### config.mk
export PLATFORM = sky130hd
export DESIGN_NAME = io_core_port_flat
export DESIGN_NICKNAME = d
export VERILOG_FILES = /design/src/rtl/io_core_port_if.sv /design/src/rtl/io_core_port.sv /design/src/flat_wrapper.sv
export SDC_FILE = /design/constraint.sdc
export NUM_CORES = 1
export LEC_CHECK = 0
export BUFFER_PORTS_ARGS = -buffer_cell sky130_fd_sc_hd__buf_2
export CORE_MARGIN = 8
export CORE_UTILIZATION = 44
export CTS_CLUSTER_SIZE = 16
export DETAILED_ROUTE_END_ITERATION = 6
export PLACE_DENSITY_LB_ADDON = 0.25
export RECOVER_POWER = 50
export SLEW_MARGIN = 20
export SYNTH_ARGS = -nofsm -noshare
export SYNTH_HDL_FRONTEND = slang
export SYNTH_SLANG_ARGS = --single-unit
### constraint.sdc
create_clock -name clk -period 3.2 [get_ports clk]
set_input_delay 0.32 -clock clk [delete_from_list [all_inputs] [get_ports clk]]
set_output_delay 0.32 -clock clk [all_outputs]
set_load 0.02 [all_outputs]
### src/rtl/io_core_port_if.sv
// Core-side bundle of the UART IO port: CPU byte requests on one side,
// IO-block strobes and BRAM lanes on the other.
interface io_core_port_if;
    logic        rd_req;
    logic [7:0]  rd_data;
    logic        rd_valid;
    logic        wr_req;
    logic [7:0]  wr_data;
    logic        wr_ack;
    logic [31:0] indoutb;
    logic        corereadok;
    logic        coreread;
    logic [31:0] outdina;
    logic [3:0]  outwea;
    logic [1:0]  corewritewhere;
    logic        corewriteok;
    logic        corewrite;

    modport master (
        output rd_req, wr_req, wr_data, indoutb, corereadok, corewritewhere, corewriteok,
        input  rd_data, rd_valid, wr_ack, coreread, outdina, outwea, corewrite
    );

    modport slave (
        input  rd_req, wr_req, wr_data, indoutb, corereadok, corewritewhere, corewriteok,
        output rd_data, rd_valid, wr_ack, coreread, outdina, outwea, corewrite
    );
endinterface

### src/rtl/io_core_port.sv
// Core endpoint of the UART IO block: byte reads from the input BRAM word and
// byte-lane writes into the output BRAM, each confirmed by a one-cycle strobe.
//
// state    | meaning
// R_IDLE   | may consume a byte once the settle counter has reached 0
// R_SETTLE | waiting for IO pointer update and BRAM read latency
// W_IDLE   | may accept a write when the output buffer has room
// W_HOLD   | write outputs quiet for one cycle while corewriteok updates
module io_core_port #(
    parameter int unsigned SETTLE_CYCLES = 2
) (
    input  logic           clk,
    input  logic           rst,
    io_core_port_if.slave  bus
);
    localparam logic [2:0] SETTLE_INIT = 3'(SETTLE_CYCLES);

    typedef enum logic {R_IDLE, R_SETTLE} rd_state_t;
    typedef enum logic {W_IDLE, W_HOLD}   wr_state_t;

    rd_state_t   rd_state, rd_state_n;
    logic [2:0]  settle_cnt, settle_cnt_n;
    logic [1:0]  rd_lane, rd_lane_n;
    logic [7:0]  rd_data_q, rd_data_n;
    logic        rd_pulse_q, rd_pulse_n;

    wr_state_t   wr_state, wr_state_n;
    logic [31:0] outdina_q, outdina_n;
    logic [3:0]  outwea_q, outwea_n;
    logic        wr_pulse_q, wr_pulse_n;

    always_ff @(posedge clk) begin
        if (!rst) begin
            rd_state   <= R_IDLE;
            settle_cnt <= SETTLE_INIT;
            rd_lane    <= 2'd0;
            rd_data_q  <= 8'd0;
            rd_pulse_q <= 1'b0;
            wr_state   <= W_IDLE;
            outdina_q  <= 32'd0;
            outwea_q   <= 4'd0;
            wr_pulse_q <= 1'b0;
        end else begin
            rd_state   <= rd_state_n;
            settle_cnt <= settle_cnt_n;
            rd_lane    <= rd_lane_n;
            rd_data_q  <= rd_data_n;
            rd_pulse_q <= rd_pulse_n;
            wr_state   <= wr_state_n;
            outdina_q  <= outdina_n;
            outwea_q   <= outwea_n;
            wr_pulse_q <= wr_pulse_n;
        end
    end

    // The counter also runs in R_IDLE so the first read after reset waits out a settle window.
    always_comb begin
        rd_state_n   = rd_state;
        settle_cnt_n = settle_cnt;
        rd_lane_n    = rd_lane;
        rd_data_n    = rd_data_q;
        rd_pulse_n   = 1'b0;
        case (rd_state)
            R_SETTLE: begin
                settle_cnt_n = (settle_cnt != 3'd0) ? settle_cnt - 3'd1 : 3'd0;
                if (settle_cnt_n == 3'd0) rd_state_n = R_IDLE;
            end
            R_IDLE: begin
                if (settle_cnt != 3'd0) begin
                    settle_cnt_n = settle_cnt - 3'd1;
                end else if (bus.rd_req && bus.corereadok) begin
                    rd_data_n    = bus.indoutb[{rd_lane, 3'b000} +: 8];
                    rd_pulse_n   = 1'b1;
                    rd_lane_n    = rd_lane + 2'd1;
                    settle_cnt_n = SETTLE_INIT;
                    rd_state_n   = R_SETTLE;
                end
            end
            default: rd_state_n = R_IDLE;
        endcase
    end

    // Enables, data and strobe are registered together so the BRAM write uses the pre-increment address.
    always_comb begin
        wr_state_n = wr_state;
        outdina_n  = 32'd0;
        outwea_n   = 4'd0;
        wr_pulse_n = 1'b0;
        case (wr_state)
            W_IDLE: begin
                if (bus.wr_req && bus.corewriteok) begin
                    outdina_n  = {4{bus.wr_data}};
                    outwea_n   = 4'b0001 << bus.corewritewhere;
                    wr_pulse_n = 1'b1;
                    wr_state_n = W_HOLD;
                end
            end
            W_HOLD:  wr_state_n = W_IDLE;
            default: wr_state_n = W_IDLE;
        endcase
    end

    assign bus.rd_data   = rd_data_q;
    assign bus.rd_valid  = rd_pulse_q;
    assign bus.coreread  = rd_pulse_q;
    assign bus.outdina   = outdina_q;
    assign bus.outwea    = outwea_q;
    assign bus.corewrite = wr_pulse_q;
    assign bus.wr_ack    = wr_pulse_q;
endmodule

### src/flat_wrapper.sv
// flat-port wrapper written by rule: the top's interface ports become plain ports
module io_core_port_flat 
#(
    parameter int unsigned SETTLE_CYCLES = 2
)
  (clk, rst, bus_rd_req, bus_wr_req, bus_wr_data, bus_indoutb, bus_corereadok, bus_corewritewhere, bus_corewriteok, bus_rd_data, bus_rd_valid, bus_wr_ack, bus_coreread, bus_outdina, bus_outwea, bus_corewrite);
  io_core_port_if bus_i ();
  input  logic clk;
  input  logic rst;
  input wire logic [$bits(bus_i.rd_req)-1:0] bus_rd_req;
  input wire logic [$bits(bus_i.wr_req)-1:0] bus_wr_req;
  input wire logic [$bits(bus_i.wr_data)-1:0] bus_wr_data;
  input wire logic [$bits(bus_i.indoutb)-1:0] bus_indoutb;
  input wire logic [$bits(bus_i.corereadok)-1:0] bus_corereadok;
  input wire logic [$bits(bus_i.corewritewhere)-1:0] bus_corewritewhere;
  input wire logic [$bits(bus_i.corewriteok)-1:0] bus_corewriteok;
  output wire logic [$bits(bus_i.rd_data)-1:0] bus_rd_data;
  output wire logic [$bits(bus_i.rd_valid)-1:0] bus_rd_valid;
  output wire logic [$bits(bus_i.wr_ack)-1:0] bus_wr_ack;
  output wire logic [$bits(bus_i.coreread)-1:0] bus_coreread;
  output wire logic [$bits(bus_i.outdina)-1:0] bus_outdina;
  output wire logic [$bits(bus_i.outwea)-1:0] bus_outwea;
  output wire logic [$bits(bus_i.corewrite)-1:0] bus_corewrite;
  assign bus_i.rd_req = bus_rd_req;
  assign bus_i.wr_req = bus_wr_req;
  assign bus_i.wr_data = bus_wr_data;
  assign bus_i.indoutb = bus_indoutb;
  assign bus_i.corereadok = bus_corereadok;
  assign bus_i.corewritewhere = bus_corewritewhere;
  assign bus_i.corewriteok = bus_corewriteok;
  assign bus_rd_data = bus_i.rd_data;
  assign bus_rd_valid = bus_i.rd_valid;
  assign bus_wr_ack = bus_i.wr_ack;
  assign bus_coreread = bus_i.coreread;
  assign bus_outdina = bus_i.outdina;
  assign bus_outwea = bus_i.outwea;
  assign bus_corewrite = bus_i.corewrite;
  io_core_port #(.SETTLE_CYCLES(SETTLE_CYCLES)) u_core (.clk(clk), .rst(rst), .bus(bus_i));
endmodule
==> results of run 1 <==
-- per-layer routing --
layer | wire (um) | up-vias | part of all wire | GRT usage
met4 | 19 | 0 | 0.0055 | 0.0476
li1 | - | 570 | - | -
met1 | 1360 | 538 | 0.39 | 0.125
met3 | 590 | 2 | 0.17 | 0.0767
met2 | 1510 | 74 | 0.43 | 0.219
met5 | 0 | - | 0 | 0
-- cells by family after synthesis --
family,after synthesis,share of synthesized area
AND/OR/NAND/NOR,42,0.157
AO/OA/AOI/OAI,17,0.0714
adder cells (fa/ha/maj),4,0.0366
flip-flops,28,0.410
multiplexers,9,0.140
buffers and inverters,38,0.185
-- cells in the final DEF, fill, tap and decap left out, types with 2 or more instances in the layout --
cell type,n
a21oi_1,12
and2_0,4
and2_1,4
and4b_1,2
buf_2,70
clkbuf_1,25
clkbuf_4,3
dfxtp_1,28
ha_1,4
inv_1,5
mux4_2,8
nand2_1,20
nand3_1,2
nor2_1,4
-- power groups by stage --
| stage | registers, mW | clock network, mW | logic [mW] |
|---|---|---|---|
| 2_1_floorplan | 0.411 | 0 | 0.136 |
| 3_3_place_gp | 0.404 | 0 | 0.187 |
| 3_5_place_dp | 0.407 | 0 | 0.197 |
| 4_1_cts | 0.399 | 0.180 | 0.199 |
| 5_1_grt | 0.405 | 0.188 | 0.217 |
| 6_report | 0.400 | 0.175 | 0.193 |
-- worst paths after layout --
check	from	end	slack, ps	cells past startpoint
min reg2reg	u_core.bus.rd_data[7]$_SDFFE_PN0P_	u_core.bus.rd_data[7]$_SDFFE_PN0P_	470	2
max	u_core.settle_cnt[0]$_SDFFE_PN0P_	u_core.rd_lane[1]$_SDFFE_PN0P_	1160	6
max reg2reg	u_core.settle_cnt[0]$_SDFFE_PN0P_	u_core.rd_lane[1]$_SDFFE_PN0P_	1160	6
min	bus_corewritewhere[0]	u_core.bus.outwea[2]$_SDFF_PP0_	160	2
-- through the flow --
step | area [um^2] | instances
2_1_floorplan | 1370 | 138
3_3_place_gp | 1650 | 234
3_5_place_dp | 1650 | 234
4_1_cts | 1690 | 238
5_1_grt | 1660 | 238
6_report | 1660 | 238
-- state kept, by name, summed over array words and instances (netlist names) --
name	count
u_core.bus.outdina	8
u_core.bus.rd_data	8
u_core.bus.outwea	4
u_core.settle_cnt	3
u_core.rd_lane	2
u_core.bus.coreread	1
u_core.bus.corewrite	1
u_core.rd_state	1
-- layout make-up --
class / count / area (um^2) / area share
clock buffers: 4 / 36.3 / 0.0219
inverters: 6 / 22.5 / 0.0136
multi-input cells: 72 / 553 / 0.334
flip-flops and latches: 28 / 561 / 0.338
well taps: 33 / 41.3 / 0.0249
repair buffers: 95 / 444 / 0.268
==> impl_metrics.env, run 1 <==
export IMPL_core_footprint_um2=3000
export IMPL_drive_above_1_share=0.415
export IMPL_finalSetupViolations=0
export IMPL_globalRoute_totalOverflow=0
export IMPL_power_density_cell_area_nw_per_um2=463
export IMPL_postSynth_topFlopCell="dfxtp_1"
export IMPL_postCtsSetupRepairBufs=0
export IMPL_tritoncts_num_buffers=3
export IMPL_postSynthRegisterBits=28
export IMPL_slew_viol_final=0
export IMPL_required_ps=3470
export IMPL_timing_slew_headroom=0.601
export IMPL_grt_usage=0.129
export IMPL_power_frac_clock=0.228
export IMPL_worst_slew_pin_slew_ps=597
export IMPL_timing_worst_setup_path_type="flip-flop to flip-flop"
export IMPL_io_buffers=95
export IMPL_routabilityCongestion=0.759
export IMPL_clk_sink_count=28
export IMPL_synth_enable_flop_cells=0
export IMPL_setup_slack_ps=1160
export IMPL_synthDistinctLibCells=28
export IMPL_post_route_drc_count=0
export IMPL_synthesis_yosys_warnings=0
export IMPL_critical_path_top_delay_family="simple AND/OR/NAND/NOR gates"
export IMPL_grt_pass1_vias=1231
export IMPL_holdWs_ps=162
export IMPL_yosys_area_top_type="dfxtp_1"
export IMPL_cellInternalPower_mw=0.532
export IMPL_power_leakage_nw=0.778
export IMPL_largest_net_degree_at_the_start_of_global_routing=16
export IMPL_cp_data_arrival_time_ps=2310
export IMPL_worst_setup_path_start_kind="flip-flop"
export IMPL_fin_nets=258
export IMPL_timing_max_cap_violations=0
export IMPL_grt_first_pass_wirelength_mm=5.38
export IMPL_fillerInstances=282
export IMPL_sequentialPowerShare=0.521
export IMPL_synthTopCellsByArea="dfxtp_1, buf_4, mux4_2"
export IMPL_die_area_um2=5140
export IMPL_initial_utilization=0.455
export IMPL_tritoncts="yes"
export IMPL_htreeDepth=1
export IMPL_finalWorstPathRequiredPeriod_ps=2040
export IMPL_critical_path_max_stage_delay_ps=500
export IMPL_yosys_cell_count_top_type="dfxtp_1"
export IMPL_clkSlewWorstSetupHoldPaths_ps=150
export IMPL_synth_sequential_area_ratio=0.410
export IMPL_fin_crit_sh=0.637
export IMPL_post_synthesis_cell_area_um2=1370
export IMPL_routed_via_density=4.97
export IMPL_holdCritPathClass="input pin to flip-flop"
export IMPL_syn_num_nets=190
export IMPL_synth_cells_most_frequent="dfxtp_1, buf_4, nand2_1"
export IMPL_worstPathMaxFanout=14
export IMPL_maxClockFrequency_mhz=491
export IMPL_rsz0062_at_grt="no"
export IMPL_area_growth_syn_to_fin_pct=21.3
export IMPL_synth_top_area_share=0.410
export IMPL_timing_critical_path_to_type="flip-flop"
export IMPL_drt_wirelength_per_cell_um=14.6
export IMPL_syn_avg_cell_area_um2=9.90
export IMPL_crit_path_frequent_cell="ha_1"
export IMPL_die_height_um=71.7
export IMPL_worst_clock_skew_on_the_final_layout_ps=3.66
export IMPL_core_rowCount=20
export IMPL_async_reset_ff_frac=0
export IMPL_ctsLongestPathBuffers=2
export IMPL_netSwitchingPower_mw=0.236
export IMPL_number_of_antenna_violations_at_the_first_check_in_global_routing=0
export IMPL_die_width_um=71.7
export IMPL_crit_path_cell_trace="inv_1 -> ha_1 -> ha_1 -> nand4b_1 -> or3_1 -> a21oi_1"
export IMPL_detail_route_wirelength_mm=3.48
export IMPL_root_buffer_cell="clkbuf_4"
export IMPL_io_pins=96
export IMPL_route_antenna_remaining_nets=0
export IMPL_netlist_instances=138
export IMPL_routed_vias=1184
export IMPL_comb_power_share=0.252
export IMPL_clock_latency_of_the_later_clocked_register_in_the_worst_skew_pair_ps=330
export IMPL_status="complete, no violations"
export IMPL_power_mw=0.768
export IMPL_finish_utilization=0.552
export IMPL_cts_hold_buffers_added=0
export IMPL_num_antenna_cells=0
export IMPL_worst_path_max_delay_cell="or3_1"
export IMPL_hold_viol=0
export IMPL_post_cts_resized=0
export IMPL_pre_cts_setup_slack_ps=1210
export IMPL_path_buf_inv=1
export IMPL_timing_setup_tns_ps=0
export IMPL_drt_pre_antenna_iters=4
export IMPL_switching_fraction_of_total_power=0.307
export IMPL_dp_final_hpwl_mm=2.84
export IMPL_max_vdd_ir_drop_v=0.000184
export IMPL_drt_initial_drc_count=36
No activity file was read; power rests on OpenSTA's default activity.
==> run 2: changes to the inputs <==
CORE_UTILIZATION = 40   (was 44)
clock period = 1.9 ns   (was 3.2 ns; I/O delays follow)
==> impl_metrics.env, run 2 (synthesized netlist as in run 1, its figures left out) <==
export IMPL_post_cts_resized=0
export IMPL_routabilityCongestion=0.851
export IMPL_post_route_drc_count=0
export IMPL_fin_crit_sh=0.892
export IMPL_die_height_um=74.4
export IMPL_grt_usage=0.109
export IMPL_placed_cells_incl_taps=249
export IMPL_drt_initial_drc_count=36
export IMPL_routed_vias=1135
export IMPL_slew_viol_final=0
export IMPL_pre_cts_setup_slack_ps=234
export IMPL_final_cells=253
export IMPL_finalSetupViolations=0
export IMPL_fin_nets=260
export IMPL_maxClockFrequency_mhz=590
export IMPL_worst_setup_path_start_kind="flip-flop"
export IMPL_fillerInstances=376
export IMPL_num_antenna_cells=0
export IMPL_globalRoute_totalOverflow=0
export IMPL_drt_pre_antenna_iters=4
export IMPL_dp_final_hpwl_mm=2.75
export IMPL_rsz0062_at_grt="no"
export IMPL_largest_net_degree_at_the_start_of_global_routing=16
export IMPL_ctsLongestPathBuffers=2
export IMPL_core_footprint_um2=3310
export IMPL_drive_above_1_share=0.362
export IMPL_number_of_antenna_violations_at_the_first_check_in_global_routing=0
export IMPL_io_pins=96
export IMPL_postCtsSetupRepairBufs=0
export IMPL_power_density_cell_area_nw_per_um2=762
export IMPL_timing_worst_setup_path_type="flip-flop to flip-flop"
export IMPL_grt_first_pass_wirelength_mm=4.74
export IMPL_timing_slew_headroom=0.706
export IMPL_holdCritPathClass="input pin to flip-flop"
export IMPL_area_sequential_um2=561
export IMPL_layout_commonest_cell="buf_2"
export IMPL_cts_hold_buffers_added=0
export IMPL_htreeDepth=1
export IMPL_die_width_um=74.4
export IMPL_tritoncts="yes"
export IMPL_tritoncts_num_buffers=3
export IMPL_setup_slack_ps=205
export IMPL_worst_slew_pin_slew_ps=441
export IMPL_timing_critical_path_to_type="flip-flop"
export IMPL_timing_setup_tns_ps=0
export IMPL_worst_clock_skew_on_the_final_layout_ps=5.81
export IMPL_layout_common_cells="buf_2, clkbuf_1, dfxtp_1, nand2_1, a21oi_1"
export IMPL_clkSlewWorstSetupHoldPaths_ps=150
export IMPL_max_vdd_ir_drop_v=0.000259
export IMPL_area_growth_syn_to_fin_pct=22.5
export IMPL_clock_latency_of_the_later_clocked_register_in_the_worst_skew_pair_ps=320
export IMPL_cp_data_arrival_time_ps=1950
export IMPL_detail_route_wirelength_mm=3.21
export IMPL_timing_max_cap_violations=0
export IMPL_grt_pass1_vias=1143
export IMPL_power_mw=1.28
export IMPL_route_antenna_remaining_nets=0
export IMPL_drt_wirelength_per_cell_um=12.7
export IMPL_worstPathMaxFanout=7
export IMPL_multiInputGateArea_um2=553
export IMPL_power_leakage_nw=0.740
export IMPL_status="complete, no violations"
export IMPL_required_ps=2160
export IMPL_core_rowCount=21
export IMPL_hold_viol=0
export IMPL_routed_via_density=4.49
export IMPL_finalWorstPathRequiredPeriod_ps=1690
export IMPL_io_buffers=95
export IMPL_root_buffer_cell="clkbuf_4"
export IMPL_die_area_um2=5540
export IMPL_clk_sink_count=28
export IMPL_initial_utilization=0.413
==> run 2: cell types whose count changed in the layout (fill, tap and decap cells not counted) <==
cell	previous run	this run
and2_0	4	0
and2_1	4	8
buf_2	70	58
buf_4	0	2
clkbuf_1	25	37
==> run 2: stage by stage <==
| step | hold slack, ps | cell area, um^2 | utilization |
|---|---|---|---|
| floorplan | 262 | 1370 | - |
| global placement | 390 | 1680 | 0.509 |
| detailed placement | 392 | 1680 | 0.509 |
| CTS | 35.9 | 1720 | 0.520 |
| global route | 24.0 | 1670 | 0.506 |
| finish | 44.1 | 1670 | 0.506 |
==> run 2: worst paths after layout <==
kind / startpoint / end / depth (start not counted) / slack (ps)
max: u_core.settle_cnt[0]$_SDFFE_PN0P_ / u_core.rd_lane[1]$_SDFFE_PN0P_ / 6 / 210
min: bus_corewritewhere[0] / u_core.bus.outwea[2]$_SDFF_PP0_ / 2 / 40
min reg2reg: u_core.bus.rd_data[5]$_SDFFE_PN0P_ / u_core.bus.rd_data[5]$_SDFFE_PN0P_ / 2 / 470
max reg2reg: u_core.settle_cnt[0]$_SDFFE_PN0P_ / u_core.rd_lane[1]$_SDFFE_PN0P_ / 6 / 210
==> run 2: critical path, stage by stage, from the launching register on <==
cell and delay [ps]:
dfxtp_1 360, inv_1 60, ha_1 190, ha_1 240
nand4b_1 270, or3_1 380, a21oi_1 130
==> run 2: per-layer routing <==
layer / track usage / up-vias / part of all wire
met5: 0 / - / 0
met4: 0.0391 / 0 / 0.0078
met2: 0.180 / 68 / 0.44
met3: 0.0485 / 2 / 0.16
li1: - / 574 / -
met1: 0.122 / 491 / 0.39
==> run 2: area by class of cell <==
| cell class | count | area share |
|---|---|---|
| inverter | 6 | 0.0135 |
| multi-input combinational | 72 | 0.330 |
| clock buffer | 4 | 0.0217 |
| timing repair buffer | 97 | 0.265 |
| sequential | 28 | 0.335 |
| tap | 46 | 0.0344 |
==> run 2: report_power, final <==
part / internal [mW] / switching, mW
Sequential: 0.630 / 0.0286
Combinational: 0.153 / 0.182
Clock: 0.117 / 0.166
Total: 0.899 / 0.376
==> run 3: changes to the inputs <==
--- a/config.mk
+++ b/config.mk
@@ -12,2 +12,4 @@
 export DETAILED_ROUTE_END_ITERATION = 6
+export HOLD_SLACK_MARGIN = 0.03
+export MAX_ROUTING_LAYER = met4
 export PLACE_DENSITY_LB_ADDON = 0.25
==> constraint.sdc (replaced) <==
create_clock -name clk -period 1.9 [get_ports clk]
set_input_delay 0.095 -clock clk [delete_from_list [all_inputs] [get_ports clk]]
set_output_delay 0.095 -clock clk [all_outputs]
set_load 0.02 [all_outputs]
==> impl_metrics.env, run 3 (synthesized netlist as in run 1, its figures left out) <==
export IMPL_status="complete, no violations"
export IMPL_die_height_um=74.4
export IMPL_htreeDepth=1
export IMPL_power_frac_clock=0.217
export IMPL_power_leakage_nw=0.793
export IMPL_grt_first_pass_wirelength_mm=5.00
export IMPL_rsz0062_at_grt="no"
export IMPL_timing_worst_setup_path_type="flip-flop to flip-flop"
export IMPL_die_area_um2=5540
export IMPL_placed_cells_incl_taps=249
export IMPL_dp_final_hpwl_mm=2.75
export IMPL_worst_path_max_delay_cell="or3_1"
export IMPL_grt_pass1_vias=1207
export IMPL_number_of_antenna_violations_at_the_first_check_in_global_routing=0
export IMPL_num_antenna_cells=0
export IMPL_netSwitchingPower_mw=0.378
export IMPL_route_antenna_remaining_nets=0
export IMPL_tritoncts="yes"
export IMPL_crit_path_frequent_cell="ha_1"
export IMPL_critical_path_top_delay_family="simple AND/OR/NAND/NOR gates"
export IMPL_power_density_cell_area_nw_per_um2=720
export IMPL_cellInternalPower_mw=0.914
export IMPL_drt_initial_drc_count=34
export IMPL_fin_area_um2=1790
export IMPL_routabilityCongestion=0.865
export IMPL_finish_utilization=0.542
export IMPL_pre_cts_setup_slack_ps=234
export IMPL_post_route_drc_count=0
export IMPL_switching_fraction_of_total_power=0.293
export IMPL_root_buffer_cell="clkbuf_4"
export IMPL_io_pins=96
export IMPL_fin_nets=272
export IMPL_holdCritPathClass="input pin to flip-flop"
export IMPL_io_buffers=95
export IMPL_drive_above_1_share=0.342
export IMPL_grt_usage=0.119
export IMPL_timing_max_cap_violations=0
export IMPL_critical_path_max_stage_delay_ps=380
export IMPL_worstPathMaxFanout=7
export IMPL_slew_viol_final=0
export IMPL_fin_crit_sh=0.892
export IMPL_layout_common_cells="buf_2, clkbuf_1, dfxtp_1, nand2_1"
export IMPL_finalWorstPathRequiredPeriod_ps=1690
export IMPL_timing_slew_headroom=0.710
export IMPL_core_rowCount=21
export IMPL_cp_data_arrival_time_ps=1950
export IMPL_globalRoute_totalOverflow=0
export IMPL_final_cells=265
export IMPL_initial_utilization=0.413
export IMPL_drt_wirelength_per_cell_um=12.9
export IMPL_largest_net_degree_at_the_start_of_global_routing=16
export IMPL_finalSetupViolations=0
export IMPL_tritoncts_num_buffers=3
export IMPL_core_footprint_um2=3310
export IMPL_power_mw=1.29
export IMPL_max_vdd_ir_drop_v=0.000259
export IMPL_drt_pre_antenna_iters=2
export IMPL_holdWs_ps=166
export IMPL_sequentialPowerShare=0.510
export IMPL_timing_critical_path_to_type="flip-flop"
export IMPL_worst_clock_skew_on_the_final_layout_ps=1.22
export IMPL_crit_path_cell_trace="inv_1 -> ha_1 -> ha_1 -> nand4b_1 -> or3_1 -> a21oi_1"
export IMPL_routed_via_density=4.46
export IMPL_layout_commonest_cell="buf_2"
export IMPL_path_buf_inv=1
export IMPL_required_ps=2150
export IMPL_worst_slew_pin_slew_ps=435
export IMPL_clock_latency_of_the_later_clocked_register_in_the_worst_skew_pair_ps=310
export IMPL_clkSlewWorstSetupHoldPaths_ps=140
export IMPL_comb_power_share=0.273
export IMPL_worst_setup_path_start_kind="flip-flop"
export IMPL_setup_slack_ps=206
export IMPL_timing_setup_tns_ps=0
export IMPL_routed_vias=1183
export IMPL_area_growth_syn_to_fin_pct=31.3
export IMPL_placement_cell_area_um2=1680
export IMPL_clk_sink_count=28
export IMPL_maxClockFrequency_mhz=590
export IMPL_die_width_um=74.4
export IMPL_hold_viol=0
export IMPL_ctsLongestPathBuffers=2
export IMPL_detail_route_wirelength_mm=3.41
## run 3: cell types whose count changed in the layout (fill, tap and decap cells not counted), sizes merged
cell	before	now
dlygate4sd3	0	12
## run 3: worst register-to-register path, cell delays in order (launching register included)
cell,delay [ps]
dfxtp_1,360
inv_1,60
ha_1,190
ha_1,240
nand4b_1,270
or3_1,380
a21oi_1,130
## run 3: per-layer routing
metal | up-vias | track usage | wire length, um
met5 | - | - | 0
met4 | 0 | 0.0391 | 25
met3 | 2 | 0.0256 | 365
met2 | 66 | 0.200 | 1560
met1 | 519 | 0.137 | 1460
li1 | 596 | - | -
## run 3: timing repair
action / CTS / global route
hold buffers: 12 / 0
buffers inserted: 0 / 0
resized for setup: 0 / 0
endpoints found under the hold margin: 12 / 0
## run 3: path summary, 6_finish.rpt
| check | cells past startpoint | slack [ps] | startpoint | end |
|---|---|---|---|---|
| worst max-delay path | 6 | 210 | u_core.settle_cnt[0]$_SDFFE_PN0P_ | u_core.rd_lane[1]$_SDFFE_PN0P_ |
| worst min-delay path | 4 | 170 | bus_corereadok | u_core.settle_cnt[2]$_SDFFE_PN0P_ |
| worst max register to register | 6 | 210 | u_core.settle_cnt[0]$_SDFFE_PN0P_ | u_core.rd_lane[1]$_SDFFE_PN0P_ |
| worst min register to register | 2 | 470 | u_core.bus.rd_data[7]$_SDFFE_PN0P_ | u_core.bus.rd_data[7]$_SDFFE_PN0P_ |
## run 3: layout make-up
| class | count | area (um^2) |
|---|---|---|
| Clock buffer | 4 | 36.3 |
| Timing Repair Buffer | 109 | 564 |
| Inverter | 6 | 22.5 |
| Tap cell | 46 | 57.6 |
| Multi-Input combinational cell | 72 | 553 |
| Fill cell | 360 | 1520 |
| Sequential cell | 28 | 561 |
## run 3: power by group through the flow
stage,logic (mW),registers [mW],clock network [mW]
2_1_floorplan,0.229,0.692,0
3_3_place_gp,0.344,0.669,0
3_5_place_dp,0.347,0.671,0
4_1_cts,0.367,0.658,0.291
5_1_grt,0.397,0.667,0.319
6_report,0.353,0.659,0.280
